### src/rtl/axi_mem_tester_pkg.sv
// axi_mem_tester_pkg: shared types and constants for the AXI4 memory tester.
// Holds the FSM state encoding, fixed AXI field values and the data pattern
// that the write phase lays down and the read phase expects back.
package axi_mem_tester_pkg;

  typedef enum logic [2:0] {
    ST_IDLE = 3'd0,
    ST_AW   = 3'd1,
    ST_W    = 3'd2,
    ST_B    = 3'd3,
    ST_AR   = 3'd4,
    ST_R    = 3'd5,
    ST_DONE = 3'd6
  } state_e;

  localparam logic [1:0] AXI_BURST_INCR = 2'b01;
  localparam logic [2:0] AXI_SIZE_4B    = 3'b010;
  localparam logic [1:0] AXI_RESP_OKAY  = 2'b00;
  localparam logic [2:0] AXI_PROT_NONE  = 3'b000;
  localparam logic [3:0] AXI_STRB_ALL   = 4'hF;

  // Address-derived test word; plain XOR so every beat address is unique.
  function automatic logic [31:0] pattern(input logic [31:0] addr,
                                          input logic [31:0] seed);
    return addr ^ seed;
  endfunction

endpackage

### src/rtl/axi_mem_tester_chk.sv
// axi_mem_tester_chk: per-beat response checker.
// Flags a beat as bad on non-OKAY response, wrong ID, data mismatch or a
// misplaced last flag (data and last comparisons are enabled per beat, so the
// same block serves write responses and read data). At most one error is
// counted per beat; the count saturates and the first bad address is held.
module axi_mem_tester_chk
  import axi_mem_tester_pkg::*;
#(
  parameter logic [3:0] AXI_ID = 4'h0
) (
  input  logic        clk,
  input  logic        reset_n,
  input  logic        clear_i,
  input  logic        beat_valid_i,
  input  logic        cmp_data_i,
  input  logic [31:0] exp_data_i,
  input  logic [31:0] act_data_i,
  input  logic [1:0]  resp_i,
  input  logic [3:0]  id_i,
  input  logic        cmp_last_i,
  input  logic        exp_last_i,
  input  logic        act_last_i,
  input  logic [31:0] beat_addr_i,
  output logic [15:0] err_count_o,
  output logic [31:0] first_err_addr_o
);

  logic        beat_err;
  logic [15:0] err_count_q, err_count_d;
  logic [31:0] first_err_q, first_err_d;

  // Collapse every failure reason of the current beat into one error flag.
  always_comb begin
    beat_err = beat_valid_i &
               ((resp_i != AXI_RESP_OKAY) ||
                (id_i != AXI_ID) ||
                (cmp_data_i && (exp_data_i != act_data_i)) ||
                (cmp_last_i && (exp_last_i != act_last_i)));
  end

  // Saturating count; address captured only on the first error of a run.
  always_comb begin
    err_count_d = err_count_q;
    first_err_d = first_err_q;
    if (clear_i) begin
      err_count_d = 16'd0;
      first_err_d = 32'd0;
    end else if (beat_err) begin
      if (err_count_q != 16'hFFFF) err_count_d = err_count_q + 16'd1;
      if (err_count_q == 16'd0)    first_err_d = beat_addr_i;
    end
  end

  // Error state registers.
  always_ff @(posedge clk or negedge reset_n) begin
    if (!reset_n) begin
      err_count_q <= 16'd0;
      first_err_q <= 32'd0;
    end else begin
      err_count_q <= err_count_d;
      first_err_q <= first_err_d;
    end
  end

  assign err_count_o      = err_count_q;
  assign first_err_addr_o = first_err_q;

endmodule

### src/rtl/axi_mem_tester.sv
// axi_mem_tester: AXI4 traffic generator/checker for the SDRAM controller.
// Writes pattern(addr) over NUM_BURSTS INCR bursts of BURST_LEN beats, reads
// the region back and counts bad beats. One transaction outstanding at a time.
// Optional watchdog: define AXI_MEM_TESTER_TIMEOUT_EN to abort a stuck run
// after TIMEOUT_CYC idle cycles; otherwise timeout is tied low.
module axi_mem_tester
  import axi_mem_tester_pkg::*;
#(
  parameter logic [31:0] ADDR_BASE   = 32'h0000_0000,
  parameter int unsigned NUM_BURSTS  = 16,
  parameter int unsigned BURST_LEN   = 8,
  parameter logic [3:0]  AXI_ID      = 4'h0,
  parameter logic [31:0] SEED        = 32'h1234_5678,
  parameter int unsigned TIMEOUT_CYC = 1024
) (
  input  logic        clk,
  input  logic        reset_n,
  input  logic        start,
  output logic        busy,
  output logic        done,
  output logic        pass,
  output logic [15:0] err_count,
  output logic [31:0] first_err_addr,
  output logic        timeout,
  output logic [3:0]  awid,
  output logic [31:0] awaddr,
  output logic [7:0]  awlen,
  output logic [2:0]  awsize,
  output logic [1:0]  awburst,
  output logic [2:0]  awprot,
  output logic        awvalid,
  input  logic        awready,
  output logic [31:0] wdata,
  output logic [3:0]  wstrb,
  output logic        wlast,
  output logic        wvalid,
  input  logic        wready,
  input  logic [3:0]  bid,
  input  logic [1:0]  bresp,
  input  logic        bvalid,
  output logic        bready,
  output logic [3:0]  arid,
  output logic [31:0] araddr,
  output logic [7:0]  arlen,
  output logic [2:0]  arsize,
  output logic [1:0]  arburst,
  output logic [2:0]  arprot,
  output logic        arvalid,
  input  logic        arready,
  input  logic [3:0]  rid,
  input  logic [31:0] rdata,
  input  logic [1:0]  rresp,
  input  logic        rlast,
  input  logic        rvalid,
  output logic        rready
);

  localparam logic [7:0]  LAST_BEAT   = 8'(BURST_LEN - 1);
  localparam logic [15:0] LAST_BURST  = 16'(NUM_BURSTS - 1);
  localparam logic [31:0] BURST_BYTES = 32'(BURST_LEN * 4);

  state_e      state_q, state_d;
  logic [15:0] burst_q, burst_d;
  logic [7:0]  beat_q, beat_d;
  logic        busy_q, busy_d;
  logic        done_q, done_d;
  logic        pass_q, pass_d;
  logic        timeout_q, timeout_d;

  logic        start_acc;
  logic        aw_hs, w_hs, b_hs, ar_hs, r_hs, any_hs;
  logic        last_beat, last_burst;
  logic        wd_fire;
  logic [31:0] burst_addr, beat_addr, exp_data;

  // Address arithmetic and handshake decode shared by all processes.
  always_comb begin
    burst_addr = ADDR_BASE + (32'(burst_q) * BURST_BYTES);
    beat_addr  = burst_addr + {22'd0, beat_q, 2'b00};
    exp_data   = pattern(beat_addr, SEED);
    last_beat  = (beat_q == LAST_BEAT);
    last_burst = (burst_q == LAST_BURST);
    start_acc  = (state_q == ST_IDLE) && start;
    aw_hs      = (state_q == ST_AW) && awready;
    w_hs       = (state_q == ST_W)  && wready;
    b_hs       = (state_q == ST_B)  && bvalid;
    ar_hs      = (state_q == ST_AR) && arready;
    r_hs       = (state_q == ST_R)  && rvalid;
    any_hs     = aw_hs | w_hs | b_hs | ar_hs | r_hs;
  end

`ifdef AXI_MEM_TESTER_TIMEOUT_EN
  logic [31:0] wd_q, wd_d;
  logic        wd_active;

  // Watchdog: restarts on any handshake or state change, fires at the limit.
  always_comb begin
    wd_active = (state_q inside {ST_AW, ST_W, ST_B, ST_AR, ST_R});
    wd_fire   = wd_active && !any_hs && (wd_q == 32'(TIMEOUT_CYC - 1));
    if (!wd_active || any_hs || (state_d != state_q)) wd_d = 32'd0;
    else                                             wd_d = wd_q + 32'd1;
  end

  // Watchdog counter register.
  always_ff @(posedge clk or negedge reset_n) begin
    if (!reset_n) wd_q <= 32'd0;
    else          wd_q <= wd_d;
  end
`else
  logic [31:0] unused_timeout_cyc;
  assign unused_timeout_cyc = 32'(TIMEOUT_CYC);
  assign wd_fire = 1'b0;
`endif

  // FSM state register.
  always_ff @(posedge clk or negedge reset_n) begin
    if (!reset_n) state_q <= ST_IDLE;
    else          state_q <= state_d;
  end

  // FSM next state: write phase bursts, then read phase bursts, then DONE.
  always_comb begin
    state_d = state_q;
    case (state_q)
      ST_IDLE: if (start)              state_d = ST_AW;
      ST_AW:   if (aw_hs)              state_d = ST_W;
      ST_W:    if (w_hs && last_beat)  state_d = ST_B;
      ST_B:    if (b_hs)               state_d = last_burst ? ST_AR : ST_AW;
      ST_AR:   if (ar_hs)              state_d = ST_R;
      ST_R:    if (r_hs && last_beat)  state_d = last_burst ? ST_DONE : ST_AR;
      ST_DONE:                         state_d = ST_IDLE;
      default:                         state_d = ST_IDLE;
    endcase
    if (wd_fire) state_d = ST_DONE;
  end

  // FSM outputs: valid/ready decoded from state so payload is stable until handshake.
  always_comb begin
    awid    = AXI_ID;
    awaddr  = burst_addr;
    awlen   = LAST_BEAT;
    awsize  = AXI_SIZE_4B;
    awburst = AXI_BURST_INCR;
    awprot  = AXI_PROT_NONE;
    awvalid = (state_q == ST_AW);
    wdata   = exp_data;
    wstrb   = AXI_STRB_ALL;
    wlast   = last_beat;
    wvalid  = (state_q == ST_W);
    bready  = (state_q == ST_B);
    arid    = AXI_ID;
    araddr  = burst_addr;
    arlen   = LAST_BEAT;
    arsize  = AXI_SIZE_4B;
    arburst = AXI_BURST_INCR;
    arprot  = AXI_PROT_NONE;
    arvalid = (state_q == ST_AR);
    rready  = (state_q == ST_R);
  end

  // Burst/beat counters and run status flags.
  always_comb begin
    burst_d   = burst_q;
    beat_d    = beat_q;
    busy_d    = busy_q;
    done_d    = done_q;
    pass_d    = pass_q;
    timeout_d = timeout_q;
    case (state_q)
      ST_IDLE: if (start) begin
        burst_d   = 16'd0;
        beat_d    = 8'd0;
        busy_d    = 1'b1;
        done_d    = 1'b0;
        pass_d    = 1'b0;
        timeout_d = 1'b0;
      end
      ST_W: if (w_hs) beat_d = last_beat ? 8'd0 : beat_q + 8'd1;
      ST_B: if (b_hs) burst_d = last_burst ? 16'd0 : burst_q + 16'd1;
      ST_R: if (r_hs) begin
        beat_d = last_beat ? 8'd0 : beat_q + 8'd1;
        if (last_beat) burst_d = last_burst ? 16'd0 : burst_q + 16'd1;
      end
      ST_DONE: begin
        busy_d = 1'b0;
        done_d = 1'b1;
        pass_d = (err_count == 16'd0) && !timeout_q;
      end
      default: ;
    endcase
    if (wd_fire) timeout_d = 1'b1;
  end

  // Counter and status registers.
  always_ff @(posedge clk or negedge reset_n) begin
    if (!reset_n) begin
      burst_q   <= 16'd0;
      beat_q    <= 8'd0;
      busy_q    <= 1'b0;
      done_q    <= 1'b0;
      pass_q    <= 1'b0;
      timeout_q <= 1'b0;
    end else begin
      burst_q   <= burst_d;
      beat_q    <= beat_d;
      busy_q    <= busy_d;
      done_q    <= done_d;
      pass_q    <= pass_d;
      timeout_q <= timeout_d;
    end
  end

  axi_mem_tester_chk #(
    .AXI_ID(AXI_ID)
  ) u_chk (
    .clk              (clk),
    .reset_n          (reset_n),
    .clear_i          (start_acc),
    .beat_valid_i     (b_hs | r_hs),
    .cmp_data_i       (state_q == ST_R),
    .exp_data_i       (exp_data),
    .act_data_i       (rdata),
    .resp_i           ((state_q == ST_B) ? bresp : rresp),
    .id_i             ((state_q == ST_B) ? bid : rid),
    .cmp_last_i       (state_q == ST_R),
    .exp_last_i       (last_beat),
    .act_last_i       (rlast),
    .beat_addr_i      ((state_q == ST_B) ? burst_addr : beat_addr),
    .err_count_o      (err_count),
    .first_err_addr_o (first_err_addr)
  );

  assign busy    = busy_q;
  assign done    = done_q;
  assign pass    = pass_q;
  assign timeout = timeout_q;

endmodule

### config.mk
export PLATFORM = sky130hd
export DESIGN_NAME = axi_mem_tester
export DESIGN_NICKNAME = d
export VERILOG_FILES = /design/src/rtl/axi_mem_tester_pkg.sv /design/src/rtl/axi_mem_tester_chk.sv /design/src/rtl/axi_mem_tester.sv
export SDC_FILE = /design/constraint.sdc
export NUM_CORES = 1
export LEC_CHECK = 0
export BUFFER_PORTS_ARGS = -buffer_cell sky130_fd_sc_hd__buf_2
export CAP_MARGIN = 25
export CELL_PAD_IN_SITES_DETAIL_PLACEMENT = 0
export CELL_PAD_IN_SITES_GLOBAL_PLACEMENT = 1
export CORE_MARGIN = 2
export CORE_UTILIZATION = 38
export DETAILED_ROUTE_END_ITERATION = 12
export PLACE_DENSITY = 0.9
export SYNTH_ARGS = -nofsm -noshare
export SYNTH_HDL_FRONTEND = slang
export SYNTH_SLANG_ARGS = --single-unit
### constraint.sdc
create_clock -name clk -period 5.3 [get_ports clk]
set_input_delay 0.795 -clock clk [delete_from_list [all_inputs] [get_ports clk]]
set_output_delay 0.795 -clock clk [all_outputs]
set_load 0.1 [all_outputs]
==> impl_metrics.toml <==
[worst_setup_path]
r2r-end = "u_chk.first_err_addr_o[17]"
cp.required_ps = 5500
critPathKind = "flop to flop"
worstPathMaxFanout = 20
setup.worst_path.start_class = "flop"
r2r_start = "burst_q[0]"
cp_data_arrival_time_ps = 4330
reg2reg_depth = 13
cp-end-kind = "flop"
rrSetupSlack_ps = 1170

[clock_tree]
clk_pin_slew_ps = 60
cts_inserted_buffers = 9
cts_repair_resize_count = 0
post_cts_buffers = 0
clockBufferDepth = 2
cts_tree = "done"
insertion_delay_ps = 330
clock_sinks = 66
cts_hold_buf = 0
cts-root-buf = "clkbuf_16"
htreeDepth = 3

[route]
ant_nets = 0
drt_iter0_markers = 459
wirelength_microns = 16700
vias = 5336
drcViolationCount = 0
wl_per_cell_microns = 15.8
via_per_inst = 5.04
drtPass1Iterations = 5

[global_routing]
grt_pass1_vias = 4645
grt_use_total_pct = 19.4
antenna_found_initial = 1
grt_pass1_wl_microns = 25500
grt_overflow_total = 0
grt_max_degree = 67

[logic_synthesis]
synth-seq-cells = 66
ys_async_sr_fraction_pct = 100
yosysSeqAreaShare_pct = 27.5
synth-edff-count = 0
yosysMostFrequentCell = "buf_4"
synthTopCellsByArea = "dfrtp_1 (27%), buf_4 (17%), nand2_1 (5.8%)"
synthCells = 740
postSynthAreaPerCell_sq_um = 8.13
synth_commonest_cells = "buf_4 (133), nand2_1 (93), dfrtp_1 (66)"
synth.distinct_cells = 71
synth_area_sq_um = 6010
synth_top_area_share_pct = 27.5
ys_warn_count = 0
yosysTopAreaCell = "dfrtp_1"
synth_ff_type = "dfrtp_1"

[sta]
setup_slack_ps = 1170
max-slew-margin-rel_pct = 42.8
min_period_ps = 4130
period_share_pct = 77.9
rsz0062_at_grt = "false"
worst_pin_slew_ps = 857
finalSetupTns_ps = 0
hold_violations = 0
hold_slack_ps = 523
setup_violations = 0
finalClockSkew_ps = 4.96
max_freq_ghz = 0.242
slew_violations = 0

[die]
die_y_microns = 130
dieArea_sq_um = 16900
start_util_pct = 39.3
floorplan.rows = 45
die_w_microns = 130
core_sq_um = 15300
ios = 251

[layout]
nNetsFinal = 904
postLayoutCoreUtil_pct = 43.3
drive_gt1_share_pct = 22.3
syn_to_final_growth_pct = 10.2
fin_cells = 1058

[min_path]
worstHoldEndpoint = "u_chk.first_err_addr_o[14]"
worstHoldPathType = "flop to flop"
min_path_cells = 2
min-delay-start = "u_chk.first_err_addr_o[14]"

[placement]
post-place-ws_ps = 1260
gp_routability_congestion = 0.846
dp.cells = 1041
io_buffers = 149
place_hpwl_microns = 12700

[outcome]
outcome = "finished clean"

[power_and_ir_drop]
p_per_area_nw_per_um2 = 533
irDropWorstVdd_uv = 401
p_leak_uw = 0.00322

[job]
maxCapViolCount = 0
[worst max-delay path, cell delays in order (launching register included)]
cell and delay [ps]:
dfrtp_1 480, ha_1 220, inv_1 60, fa_1 400, nor2b_1 220, o211ai_1 170
a2111o_1 530, xor2_1 150, o2bb2ai_1 90, a2111oi_1 490, and3_1 670, nor3b_4 80
buf_4 260, mux2i_1 160
[stage by stage]
| stage | total power [uW] | instance area (sq um) |
|---|---|---|
| after floorplan | 2630 | 6390 |
| after global placement | 2890 | 6310 |
| after detailed placement | 2900 | 6310 |
| after CTS | 3540 | 6630 |
| after global routing | 3710 | 6630 |
| final | 3530 | 6630 |
[cell families after synthesis]
family,after synthesis,synth area share (%)
adder cells (fa/ha/maj),10,2.21
buffers and inverters,184,20.2
multiplexers,31,5.18
AND/OR/NAND/NOR,286,25.1
other,2,0.125
XOR/XNOR,43,6.97
flip-flops,66,27.5
AO/OA/AOI/OAI,118,12.7
[metal layers]
layer	up-vias	wire (microns)	global-route usage [%]
li1	2556	-	-
met1	2518	7150	26.7
met2	240	7850	30.6
met3	22	1370	4.22
met4	0	297	5.82
met5	-	0	0
[cell usage in the layout, fill, tap and decap left out, types with 14 or more instances in the layout]
master and instances:
nand2_1 93, nand3_1 30, mux2i_1 30, xnor2_1 20, nor2_1 39, o31ai_1 15
a21oi_1 27, nand4_1 14, xor2_1 20, nor3_1 14, o21ai_0 38, buf_2 149
inv_1 19, dfrtp_1 66, nor4_1 15, conb_1 101
[state kept, by name (all words and copies together), names as in the netlist]
register,count
beat_q,8
busy,1
u_chk.first_err_addr_o,20
burst_q,16
pass,1
state_q,3
u_chk.err_count_o,16
done,1
[worst max-delay path by stage]
stage,from,end,slack (ps),cells after the start
3_5_place_dp,burst_q[0],u_chk.first_err_addr_o[17],1260,13
6_report,burst_q[0],u_chk.first_err_addr_o[17],1170,13
5_1_grt,burst_q[0],u_chk.first_err_addr_o[19],870,13
3_3_place_gp,beat_q[3],u_chk.first_err_addr_o[14],1390,13
4_1_cts,burst_q[0],u_chk.first_err_addr_o[17],1240,13
2_1_floorplan,burst_q[3],wdata[12],610,7
[power by group]
part	switching (uW)	total, uW	internal (uW)
clock	217	633	416
sequential	159	743	585
combinational	1780	2160	377
total	2150	3530	1380
[layout make-up]
| cell class | count | area (sq um) |
|---|---|---|
| sequential | 66 | 1650 |
| clock buffer | 15 | 288 |
| inverter | 19 | 71.3 |
| clock inverter | 1 | 30.0 |
| multi-input combinational | 589 | 3520 |
| timing repair buffer | 156 | 798 |
| antenna | 1 | 2.50 |
| tap | 211 | 264 |
| fill | 1550 | 8690 |
(Power assumes the default switching activity.)
